[src/rtl/match_gate_sweeper_if.sv]
// match_gate_sweeper_if: operand/result bundle for match_gate_sweeper; abort exists only with SWEEP_ABORT_EN
interface match_gate_sweeper_if #(parameter int W = 4);
  localparam int CNT_W = 2*W+2;
  logic mode;
  logic start;
  logic in_valid;
  logic a_in;
  logic [W-1:0] b_in;
  logic [W-1:0] c_in;
`ifdef SWEEP_ABORT_EN
  logic abort;
`endif
  logic [W-1:0] x_out;
  logic all_match;
  logic out_valid;
  logic busy;
  logic done;
  logic [CNT_W-1:0] match_count;
`ifdef SWEEP_ABORT_EN
  modport master(output mode, start, in_valid, a_in, b_in, c_in, abort,
                 input x_out, all_match, out_valid, busy, done, match_count);
  modport slave(input mode, start, in_valid, a_in, b_in, c_in, abort,
                output x_out, all_match, out_valid, busy, done, match_count);
`else
  modport master(output mode, start, in_valid, a_in, b_in, c_in,
                 input x_out, all_match, out_valid, busy, done, match_count);
  modport slave(input mode, start, in_valid, a_in, b_in, c_in,
                output x_out, all_match, out_valid, busy, done, match_count);
`endif
endinterface

[src/rtl/match_gate_sweeper.sv]
// match_gate_sweeper: registered x = a & ~(b^c) per bit, direct or exhaustive sweep; SWEEP_ABORT_EN adds sweep abort
module match_gate_sweeper #(parameter int W = 4) (
  input logic clk,
  input logic rst,
  match_gate_sweeper_if.slave bus
);
  localparam int VW = 2*W+1;
  localparam int CNT_W = 2*W+2;
  typedef enum logic {IDLE, SWEEP} state_t;
  state_t state, state_n;
  logic [VW-1:0] v, v_n;
  logic [W-1:0] f_in, f_v, x_n;
  logic [CNT_W-1:0] cnt_n;
  logic am_n, ov_n, busy_n, done_n, stop;
  assign f_in = {W{bus.a_in}} & ~(bus.b_in ^ bus.c_in);
  assign f_v = {W{v[2*W]}} & ~(v[2*W-1:W] ^ v[W-1:0]);
`ifdef SWEEP_ABORT_EN
  assign stop = bus.abort;
`else
  assign stop = 1'b0;
`endif
  always_comb begin
    state_n = state;
    v_n = v;
    x_n = bus.x_out;
    am_n = bus.all_match;
    ov_n = 1'b0;
    busy_n = bus.busy;
    done_n = 1'b0;
    cnt_n = bus.match_count;
    if (state == IDLE) begin
      if (bus.mode && bus.start) begin
        state_n = SWEEP;
        v_n = '0;
        cnt_n = '0;
        busy_n = 1'b1;
      end else if (!bus.mode && bus.in_valid) begin
        x_n = f_in;
        am_n = &f_in;
        ov_n = 1'b1;
      end
    end else if (stop) begin
      state_n = IDLE;
      v_n = '0;
      busy_n = 1'b0;
    end else begin
      x_n = f_v;
      am_n = &f_v;
      ov_n = 1'b1;
      cnt_n = bus.match_count + CNT_W'(&f_v);
      v_n = v + 1'b1;
      done_n = &v;
      busy_n = ~&v;
      state_n = (&v) ? IDLE : SWEEP;
    end
  end
  always_ff @(posedge clk) begin
    if (rst) begin
      state <= IDLE;
      v <= '0;
      bus.x_out <= '0;
      bus.all_match <= 1'b0;
      bus.out_valid <= 1'b0;
      bus.busy <= 1'b0;
      bus.done <= 1'b0;
      bus.match_count <= '0;
    end else begin
      state <= state_n;
      v <= v_n;
      bus.x_out <= x_n;
      bus.all_match <= am_n;
      bus.out_valid <= ov_n;
      bus.busy <= busy_n;
      bus.done <= done_n;
      bus.match_count <= cnt_n;
    end
  end
endmodule

[src/flat_wrapper.sv]
// flat-port wrapper written by rule: the top's interface ports become plain ports
module match_gate_sweeper_flat 
#(parameter int W = 4)
  (clk, rst, bus_mode, bus_start, bus_in_valid, bus_a_in, bus_b_in, bus_c_in, bus_x_out, bus_all_match, bus_out_valid, bus_busy, bus_done, bus_match_count);
  match_gate_sweeper_if #(.W(W)) bus_i ();
  input logic clk;
  input logic rst;
  input wire logic [$bits(bus_i.mode)-1:0] bus_mode;
  input wire logic [$bits(bus_i.start)-1:0] bus_start;
  input wire logic [$bits(bus_i.in_valid)-1:0] bus_in_valid;
  input wire logic [$bits(bus_i.a_in)-1:0] bus_a_in;
  input wire logic [$bits(bus_i.b_in)-1:0] bus_b_in;
  input wire logic [$bits(bus_i.c_in)-1:0] bus_c_in;
  output wire logic [$bits(bus_i.x_out)-1:0] bus_x_out;
  output wire logic [$bits(bus_i.all_match)-1:0] bus_all_match;
  output wire logic [$bits(bus_i.out_valid)-1:0] bus_out_valid;
  output wire logic [$bits(bus_i.busy)-1:0] bus_busy;
  output wire logic [$bits(bus_i.done)-1:0] bus_done;
  output wire logic [$bits(bus_i.match_count)-1:0] bus_match_count;
  assign bus_i.mode = bus_mode;
  assign bus_i.start = bus_start;
  assign bus_i.in_valid = bus_in_valid;
  assign bus_i.a_in = bus_a_in;
  assign bus_i.b_in = bus_b_in;
  assign bus_i.c_in = bus_c_in;
  assign bus_x_out = bus_i.x_out;
  assign bus_all_match = bus_i.all_match;
  assign bus_out_valid = bus_i.out_valid;
  assign bus_busy = bus_i.busy;
  assign bus_done = bus_i.done;
  assign bus_match_count = bus_i.match_count;
  match_gate_sweeper #(.W(W)) u_core (.clk(clk), .rst(rst), .bus(bus_i));
endmodule
[config.mk]
export PLATFORM = sky130hd
export DESIGN_NAME = match_gate_sweeper_flat
export DESIGN_NICKNAME = d
export VERILOG_FILES = /design/src/rtl/match_gate_sweeper_if.sv /design/src/rtl/match_gate_sweeper.sv /design/src/flat_wrapper.sv
export SDC_FILE = /design/constraint.sdc
export NUM_CORES = 1
export LEC_CHECK = 0
export ABC_AREA = 0
export BUFFER_PORTS_ARGS = -buffer_cell sky130_fd_sc_hd__buf_4
export CAP_MARGIN = 20
export CORE_UTILIZATION = 47
export CTS_CLUSTER_SIZE = 25
export DETAILED_ROUTE_END_ITERATION = 8
export PLACE_DENSITY = 0.81
export SYNTH_ARGS = -nofsm -noshare
export SYNTH_HDL_FRONTEND = slang
export SYNTH_SLANG_ARGS = --single-unit
export TNS_END_PERCENT = 10
[constraint.sdc]
create_clock -name clk -period 1.89 [get_ports clk]
set_input_delay 0.0945 -clock clk [delete_from_list [all_inputs] [get_ports clk]]
set_output_delay 0.0945 -clock clk [all_outputs]
set_load 0.02 [all_outputs]
## After elaboration in Yosys (flattened, before gate mapping)

Cells that the tools add are included.

- Eq/ne operators: 1
- Bitwise operators: 7
- Muxes and demuxes: 18
- Multiply operators: 0
- Shifts and indexed selects: 0
- Add/sub/neg operators: 2
- Reductions and logical operators: 11
- Magnitude comparators: 0
- Div/mod/pow operators: 0

Operators with widths:

| cell | count |
|---|---|
| $mux W10 | 2 |
| $mux W9 | 2 |
| $mux W4 | 3 |
| $mux W1 | 11 |
| $add A10 B1 Y10 | 1 |
| $add A9 B1 Y9 const B | 1 |
| $reduce_and A9 Y1 | 1 |
| $and A4 B4 Y4 | 2 |
| $not A4 Y4 | 2 |
| $reduce_and A4 Y1 | 2 |
| $xor A4 B4 Y4 | 2 |
| $reduce_bool A2 Y1 | 2 |
| $logic_and A1 B1 Y1 | 2 |
| $logic_not A1 Y1 | 2 |
| $ne A2 B1 Y1 const B | 1 |
| $reduce_and A2 Y1 | 1 |
| $reduce_or A2 Y1 | 1 |
| $not A1 Y1 | 1 |

- RAM bits: 0
- Output and inout bits: 18
- Memories kept: 0
- Register bits: 28
- Bits in latches: 0
- Bits in read-only memories: 0
- Input bits: 14

## Logic depth before layout (Yosys ltp)

Gate-level depths: netlist of the first run.

- Depth in word-level cells: 7
- Depth in mapped cells: 8
- Gate-level depth less buffers: 8

## Worst setup path before layout of the first run

No wires, ideal clock.

- Path kind: register -> register
- Start: reg u_core.v[1]
- End: reg u_core.bus.match_count[8]
- Arrival time: 1.895 ns
- Buffers on the path: 0
- Library setup time: 0.071 ns
- Cell stages (with the launch flop): 8
- Path slack: -0.076 ns
- Cells stage by stage: dfxtp_1 xor2_1 nor4_1 and2_1 ha_1 nand2_1 or4_1 a21oi_1

- Cells in the longest elaborated chain, start to end: 6

RTL lines:

| what | RTL line | text |
|---|---|---|
| start: declaration | match_gate_sweeper.sv:11 | `logic [VW-1:0] v, v_n;` |
| start signal: assignment | match_gate_sweeper.sv:69 | `v <= v_n;` |
| $xor A4 B4 Y4 | match_gate_sweeper.sv:16 | `assign f_v = {W{v[2*W]}} & ~(v[2*W-1:W] ^ v[W-1:0]);` |
| $not A4 Y4 | match_gate_sweeper.sv:16 |  |
| $and A4 B4 Y4 | match_gate_sweeper.sv:16 |  |
| $reduce_and A4 Y1 | match_gate_sweeper.sv:50 | `cnt_n = bus.match_count + CNT_W'(&f_v);` |
| $add A10 B1 Y10 | match_gate_sweeper.sv:50 |  |
| $mux W10 | match_gate_sweeper.sv:31 | `if (state == IDLE) begin` |
| end signal: assignment | match_gate_sweeper.sv:75 | `bus.match_count <= cnt_n;` |
| end: declaration | match_gate_sweeper_if.sv:28 | `output x_out, all_match, out_valid, busy, done, match_count);` |

Every way passes these cells.
A chain may end at the register's enable or synchronous reset.

## Worst setup path after layout of the first run

- Start: reg u_core.v[2]
- End: reg u_core.bus.match_count[4]

Same word-level chain as after synthesis.

==> run summary, run 1 <==
Post-Synth Adder-Cell Area - 3.73%
Ys Warns - 0
Synth top area cells - dfxtp_1 (42%), a21oi_1 (6.3%), xor2_1 (5.2%)
Htree depth - 1
Comb pwr share - 10.8%
Pwr dens - 613 mW/mm^2
Worst Max-Slew Pin Slew - 532 ps
Hold WC Path Type - in2reg
Largest net degree at the start of global routing - 26
Hold Vio Cnt, Final - 0
Max clock buf depth - 2
Vias in the first global route - 1,298
Clk_lat worst skew - 330 ps
Ys flop type - dfxtp_1
Drt first pass iters - 4
Netlist cell types - 37
Total Routing Usage GR - 22.7%
Hpwl dp - 2490 um
Critical Path Sink Type - flip-flop
Layout cell share with drive strength beyond 1 - 36.9%
First-pass GRT wire length - 5670 um
Port bufs - 31
Clk_skew - 9.15 ps
Fin crit share - 105%
Number of fill cells - 189
Antenna Violating Nets Remaining - 0
CTS Hold Bufs - 0
Max-cap check violation count - 0
Site row count - 18
Leakage - 0.000777 uW
CP startpoint kind - flip-flop
GPL Wtd Cong - 0.817
Reg power frac - 54.2%
Vias after detailed routing - 1,340
CTS tree - done
Asr flop ratio synth - 0%
Synth Area in Simple Gates - 27.4%
Worst VDD drop - 0.000497 V
Synthesized area - 0.00134 mm^2
Fin. max-slew vios - 0
CTS sink cnt - 28
XOR/XNOR Fraction of Synth Area - 8.50%
Most frequent cell after synthesis - dfxtp_1
Cts bufs inserted - 3
Slew HR - 64.4%
Compound-cell area share of the yosys netlist - 14.8%
Mux cell area share after synthesis - 0.840%
Core ar. - 0.00259 mm^2
Antenna violations before repair - 0
Clock slew at reported path FFs - 160 ps
Failing checks - negative setup slack
Critical Path Fanout Max - 2
Hold slack - 74.3 ps
Via density - 5.88
Leading area contributor after synthesis - dfxtp_1
CP arrival - 2220 ps
Setup violators final - 5
Residual DRC count - 0
Setup Crit Path Kind - reg2reg
Grt total ovfl - 0
Number of synthesized flops with an enable pin - 0
Net Switching - 255 uW
Pint - 874 uW
Mean Syn Cell Area - 8.93 um^2
Final nets - 217
Post-synth top area share - 41.8%
Die W - 55.4 um
Initial drt markers - 28
Ant. Diodes - 0
Final Critical Period - 1990 ps
Total die area - 0.00307 mm^2
Max frequency - 504 MHz
Sequential fraction of the synthesis area - 41.8%
Setup slack at placement - -218 ps
Largest family of logic cells by synthesized area - simple AND/OR/NAND/NOR gates
Initial Utilization - 51.7%
Synth cell count leaders - dfxtp_1 (28), a21oi_1 (17), nand2_1 (13)
Dpl cell area - 0.00172 mm^2
Die height - 55.4 um
Final WS setup - -95.1 ps
WL final - 3390 um
Status - finished, violations left
Post-DR wirelength/cell - 14.8 um
Unrepaired setup endpoints after global routing - yes
Syn Nets - 168
Worst EP required - 2130 ps
I/O pin count - 32
#FFs+latches synth - 28
Synth-to-layout area growth - 37.4%
Clock power frac - 35.0%
Switching Fraction - 22.6%
Root buf cell - clkbuf_4
Final instance area - 0.00184 mm^2
Cells after Synth - 150
## per-layer routing
| metal | vias up | GRT usage [%] | wire, um |
|---|---|---|---|
| met1 | 628 | 27.9 | 1480 |
| met4 | 0 | 10.4 | 95 |
| met5 | - | 0 | 0 |
| li1 | 644 | - | - |
| met3 | 12 | 3.98 | 191 |
| met2 | 56 | 38.4 | 1620 |
## power groups by stage
stage                     Combinational [uW]  Clock (uW)  Sequential, uW
after global placement                   117           0             623
after floorplan                         56.1           0             627
final                                    122         395             612
after global routing                     133         420             613
after CTS                                122         403             612
after detailed placement                 120           0             624
## through the flow
| step | TNS (ps) | cells | utilization, % | power (uW) |
|---|---|---|---|---|
| after floorplan | -55.8 | 150 | - | 683 |
| after global routing | -1290 | 228 | 71.1 | 1170 |
| after detailed placement | -723 | 223 | 66.4 | 744 |
| after CTS | -440 | 228 | 71.0 | 1140 |
| final | -373 | 228 | 71.1 | 1130 |
| after global placement | -212 | 223 | 66.4 | 740 |
## critical path: stages, from the launching register on
cell	delay, ps
dfxtp_2	350
xor2_1	180
nor4_2	330
and2_4	210
ha_2	200
buf_4	110
buf_4	100
inv_1	50
o211ai_1	170
o31a_1	170
nor2_1	40
## repair_timing
action | in CTS | in global routing
endpoints found under the hold margin | 0 | 0
setup buffers | 1 | 0
gates resized for setup | 12 | 1
setup endpoints to repair | 7 | 8
pin swaps | 8 | 2
## cell families after synthesis
kind of cell | count (synthesis)
AND/OR/NAND/NOR | 64
XOR/XNOR | 13
multiplexers | 1
adder cells (fa/ha/maj) | 4
flip-flops | 28
AO/OA/AOI/OAI | 31
buffers and inverters | 9
## layout make-up
class / count / area (um^2) / area share (%)
inverters: 4 / 15.0 / 0.815
clock inverters: 1 / 30.0 / 1.63
clock buffers: 3 / 22.5 / 1.22
repair buffers: 49 / 368 / 20.0
well taps: 30 / 37.5 / 2.04
multi-input cells: 113 / 805 / 43.7
flip-flops and latches: 28 / 564 / 30.6
## cells in the final DEF (no fill, tap or decap), types with 2 or more instances in the layout
master / netlist / routed
xnor2_1: 5 / 5
ha_1: 4 / 2
nor2b_1: 4 / 4
o211ai_1: 3 / 3
a21oi_1: 17 / 16
nand4b_1: 3 / 3
or4_1: 3 / 3
inv_1: 4 / 4
a221oi_1: 3 / 3
or3_4: 0 / 2
xor2_1: 8 / 7
nand2_1: 13 / 12
clkbuf_4: 0 / 3
o311ai_0: 3 / 3
nand4_1: 4 / 4
nand3_1: 8 / 7
dfxtp_1: 28 / 25
nor2_1: 11 / 11
buf_4: 1 / 49
dfxtp_2: 0 / 3
nand2b_1: 2 / 2
## worst paths after layout
check	start	end	slack, ps	cells past startpoint
max	u_core.v[2]	u_core.bus.match_count[4]	-100	10
min reg2reg	u_core.bus.match_count[9]	u_core.bus.match_count[9]	500	1
max reg2reg	u_core.v[2]	u_core.bus.match_count[4]	-100	10
min	bus_a_in	u_core.bus.all_match	70	3
## sequential cells by signal, indices dropped and copies added, names as in the netlist
signal / count
u_core.state: 1
u_core.bus.x_out: 4
u_core.bus.all_match: 1
u_core.v: 9
u_core.bus.match_count: 10
u_core.bus.done: 1
u_core.bus.out_valid: 1
u_core.bus.busy: 1
Power figures use the tool's default switching activity.
==> run 2: changes to the inputs <==
--- a/config.mk
+++ b/config.mk
@@ -5,13 +5,15 @@
 export SDC_FILE = /design/constraint.sdc
 export NUM_CORES = 1
 export LEC_CHECK = 0
-export ABC_AREA = 0
+export ABC_AREA = 1
 export BUFFER_PORTS_ARGS = -buffer_cell sky130_fd_sc_hd__buf_4
 export CAP_MARGIN = 20
-export CORE_UTILIZATION = 47
+export CORE_UTILIZATION = 48
 export CTS_CLUSTER_SIZE = 25
 export DETAILED_ROUTE_END_ITERATION = 8
-export PLACE_DENSITY = 0.81
+export HOLD_SLACK_MARGIN = 0.02
+export PLACE_DENSITY = 0.82
+export SKIP_LAST_GASP = 1
 export SYNTH_ARGS = -nofsm -noshare
 export SYNTH_HDL_FRONTEND = slang
 export SYNTH_SLANG_ARGS = --single-unit
==> run 2 against run 1 <==
Net effect: the flow still finishes with violations (negative setup slack); non-clock buffer count rose by 11; die area rose by 4.5%; flip-flop and latch count did not move; critical path depth rose by 1; area after synthesis rose by 6.9%; power fell by 13%; worst hold slack improved by 5.5 ps; design area rose by 11%; critical path type unchanged; largest cell class unchanged.
==> run summary, run 2 <==
Status - finished, violations left (unchanged)
Failing checks - negative setup slack (unchanged)
Htree depth - 1 (unchanged)
Clk_skew - 3.65 ps (was 9.15 ps)
Slew HR - 68.4% (was 64.4%)
Met1 usage - 30.0% (was 27.9%)
Worst EP required - 2130 ps (about the same)
Grt peak-use layer - met2 (unchanged)
Worst Max-Slew Pin Slew - 469 ps (was 532 ps)
HP Start - bus_in_valid (was bus_a_in)
First-pass GRT wire length - 5780 um (was 5670 um)
Via density - 5.49 (was 5.88)
Cells after Synth - 198 (was 150)
Commonest non-fill, non-tap cell in the layout - buf_4 (unchanged)
Number of synthesized flops with an enable pin - 0 (unchanged)
Site row count - 19 (was 18)
Largest net degree at the start of global routing - 15 (was 26)
R2R depth - 11 (was 10)
Leading area contributor after synthesis - dfxtp_1 (unchanged)
I/O pin count - 32 (unchanged)
Hold Vio Cnt, Final - 0 (unchanged)
Grt met2 use - 37.1% (was 38.4%)
Comb pwr share - 13.3% (was 10.8%)
Synth cell count leaders - nand2_1 (53), dfxtp_1 (28), inv_1 (23) (was dfxtp_1 (28), a21oi_1 (17), nand2_1 (13))
Clock slew at reported path FFs - 140 ps (was 160 ps)
Clk_lat worst skew - 330 ps (about the same)
#FFs+latches synth - 28 (unchanged)
Die height - 56.6 um (was 55.4 um)
Critical Path Sink Type - flip-flop (unchanged)
Worst R2R Start - u_core.v[1] (was u_core.v[2])
Vias in the first global route - 1,345 (was 1,298)
Ys flop type - dfxtp_1 (unchanged)
Drt first pass iters - 4 (unchanged)
Commonest non-fill, non-tap cells in the layout - buf_4 (59), nand2_1 (49), inv_1 (20) (was buf_4 (49), dfxtp_1 (25), a21oi_1 (16))
Top flop regs - u_core.bus.match_count (10), u_core.v (9), u_core.bus.x_out (4) (unchanged)
Initial drt markers - 60 (was 28)
Pwr dens - 483 mW/mm^2 (was 613 mW/mm^2)
CP startpoint kind - flip-flop (unchanged)
Die W - 56.6 um (was 55.4 um)
Pint - 726 uW (was 874 uW)
FF-to-FF End - u_core.bus.match_count[7] (was u_core.bus.match_count[4])
Fin. max-slew vios - 0 (unchanged)
Cts bufs inserted - 3 (unchanged)
Reg power frac - 61.6% (was 54.2%)
Max frequency - 527 MHz (was 504 MHz)
Setup violators final - 1 (was 5)
Residual DRC count - 0 (unchanged)
Total Power - 983 uW (was 1130 uW)
CP arrival - 2140 ps (was 2220 ps)
R2R setup slack - -6 ps (was -100 ps)
Worst Hold End - u_core.bus.out_valid (was u_core.bus.all_match)
M3 GR Usage - 6.45% (was 3.98%)
Vias after detailed routing - 1,581 (was 1,340)
Final nets - 277 (was 217)
Fin crit share - 100% (was 105%)
Setup Crit Path Kind - reg2reg (unchanged)
Synthesized area - 0.00143 mm^2 (was 0.00134 mm^2)
Syn Nets - 216 (was 168)
Antenna violations before repair - 0 (unchanged)
Clock power frac - 25.1% (was 35.0%)
CTS tree - done (unchanged)
Hpwl dp - 2590 um (was 2490 um)
Final WS setup - -6.33 ps (was -95.1 ps)
Netlist cell types - 33 (was 37)
Port bufs - 31 (unchanged)
Most flop-heavy register - u_core.bus.match_count (unchanged)
Max-cap check violation count - 0 (unchanged)
Final Critical Period - 1900 ps (was 1990 ps)
Asr flop ratio synth - 0% (unchanged)
Total die area - 0.00321 mm^2 (was 0.00307 mm^2)
Critical Path Fanout Max - 3 (was 2)
Sequential fraction of the synthesis area - 39.1% (was 41.8%)
Max clock buf depth - 2 (unchanged)
WL final - 4030 um (was 3390 um)
Initial Utilization - 51.5% (was 51.7%)
Unrepaired setup endpoints after global routing - yes (unchanged)
CTS sink cnt - 28 (unchanged)
Largest register FFs - 10 (unchanged)
GPL Wtd Cong - 0.900 (was 0.817)
Grt total ovfl - 0 (unchanged)
Post-DR wirelength/cell - 14.0 um (was 14.8 um)
Post-synth top area share - 39.1% (was 41.8%)
Setup TNS - -6.33 ps (was -373 ps)
Synth top area cells - dfxtp_1 (39%), nand2_1 (14%), inv_1 (6.0%) (was dfxtp_1 (42%), a21oi_1 (6.3%), xor2_1 (5.2%))
Worst VDD drop - 0.000618 V (was 0.000497 V)
Total Routing Usage GR - 22.8% (was 22.7%)
Ys Warns - 0 (unchanged)
Most frequent cell after synthesis - nand2_1 (was dfxtp_1)
Final Instance Count excl. Fillers - 288 (was 228)
Root buf cell - clkbuf_4 (unchanged)
Leakage - 0.000903 uW (was 0.000777 uW)
Synth-to-layout area growth - 42.2% (was 37.4%)
Hold slack - 79.8 ps (was 74.3 ps)
Post-Place Cells - 278 (was 223)
Core ar. - 0.00278 mm^2 (was 0.00259 mm^2)
Ant. Diodes - 0 (unchanged)
Hold Crit Depth - 3 (unchanged)
Switching Fraction - 26.2% (was 22.6%)
Hold WC Path Type - in2reg (unchanged)
Antenna Violating Nets Remaining - 0 (unchanged)
Layout cell share with drive strength beyond 1 - 37.7% (was 36.9%)
Mean Syn Cell Area - 7.24 um^2 (was 8.93 um^2)
Net Switching - 258 uW (was 255 uW)
## run 2: layer usage
metal	share of wire (%)	up-vias
li1	-	777
met1	41	723
met2	49	67
met3	7.9	14
met4	2.3	0
met5	0	-
## run 2: power by group through the flow
stage	combinational, uW	sequential [uW]	clock, uW
after floorplan	63.8	627	0
after global placement	122	622	0
after detailed placement	124	622	0
after CTS	127	610	251
after global routing	142	607	269
final	131	606	247
## run 2: what timing repair did
item | in CTS | in global routing
gates resized for setup | 11 | 24
setup buffers | 0 | 6
pin swaps | 2 | 9
endpoints found under the setup margin | 5 | 8
hold endpoints to repair | 2 | 0
hold buffers | 1 | 0
## run 2: logic make-up (layout without fill, tap and decap cells)
logic type      count (synthesis)  in the layout  share of synthesized area (%)
fa+ha+maj                       4              4                           3.49
compound gates                 33             33                           13.3
flops                          28             28                           39.1
buf+inv                        29             88                           8.47
xor+xnor                        2              2                           1.22
simple gates                  102            102                           34.4
## run 2: how the worst max path moves through the flow
stage                                           end        start
after floorplan           u_core.bus.match_count[9]  u_core.v[4]
final                     u_core.bus.match_count[7]  u_core.v[1]
after global placement    u_core.bus.match_count[9]  u_core.v[4]
after detailed placement  u_core.bus.match_count[9]  u_core.v[2]
after CTS                 u_core.bus.match_count[7]  u_core.v[0]
after global routing      u_core.bus.match_count[7]  u_core.v[1]
## run 2: worst max-delay path, cell delays in order (launching register included)
cell	delay, ps
dfxtp_2	380
inv_1	50
nand2_1	70
nand3_2	100
nor4_4	270
buf_4	180
ha_4	130
nand4_1	140
nor2_2	200
nand3_2	90
o21ai_1	140
inv_1	40
## run 2: area by class of cell
class | instances | area, um^2
fillers | 205 | 744
flip-flops and latches | 28 | 579
repair buffers | 60 | 453
inverters | 25 | 98.8
multi-input cells | 141 | 845
well taps | 31 | 38.8
clock buffers | 3 | 22.5
## run 2: per-stage QoR
stage | utilization (%) | area [um^2] | setup WS [ps]
floorplan | - | 1430 | 85.1
global placement | 66.3 | 1840 | 16.7
detailed placement | 66.3 | 1840 | -60.5
CTS | 68.8 | 1910 | 18.6
global route | 73.2 | 2040 | -106
finish | 73.2 | 2040 | -6.33
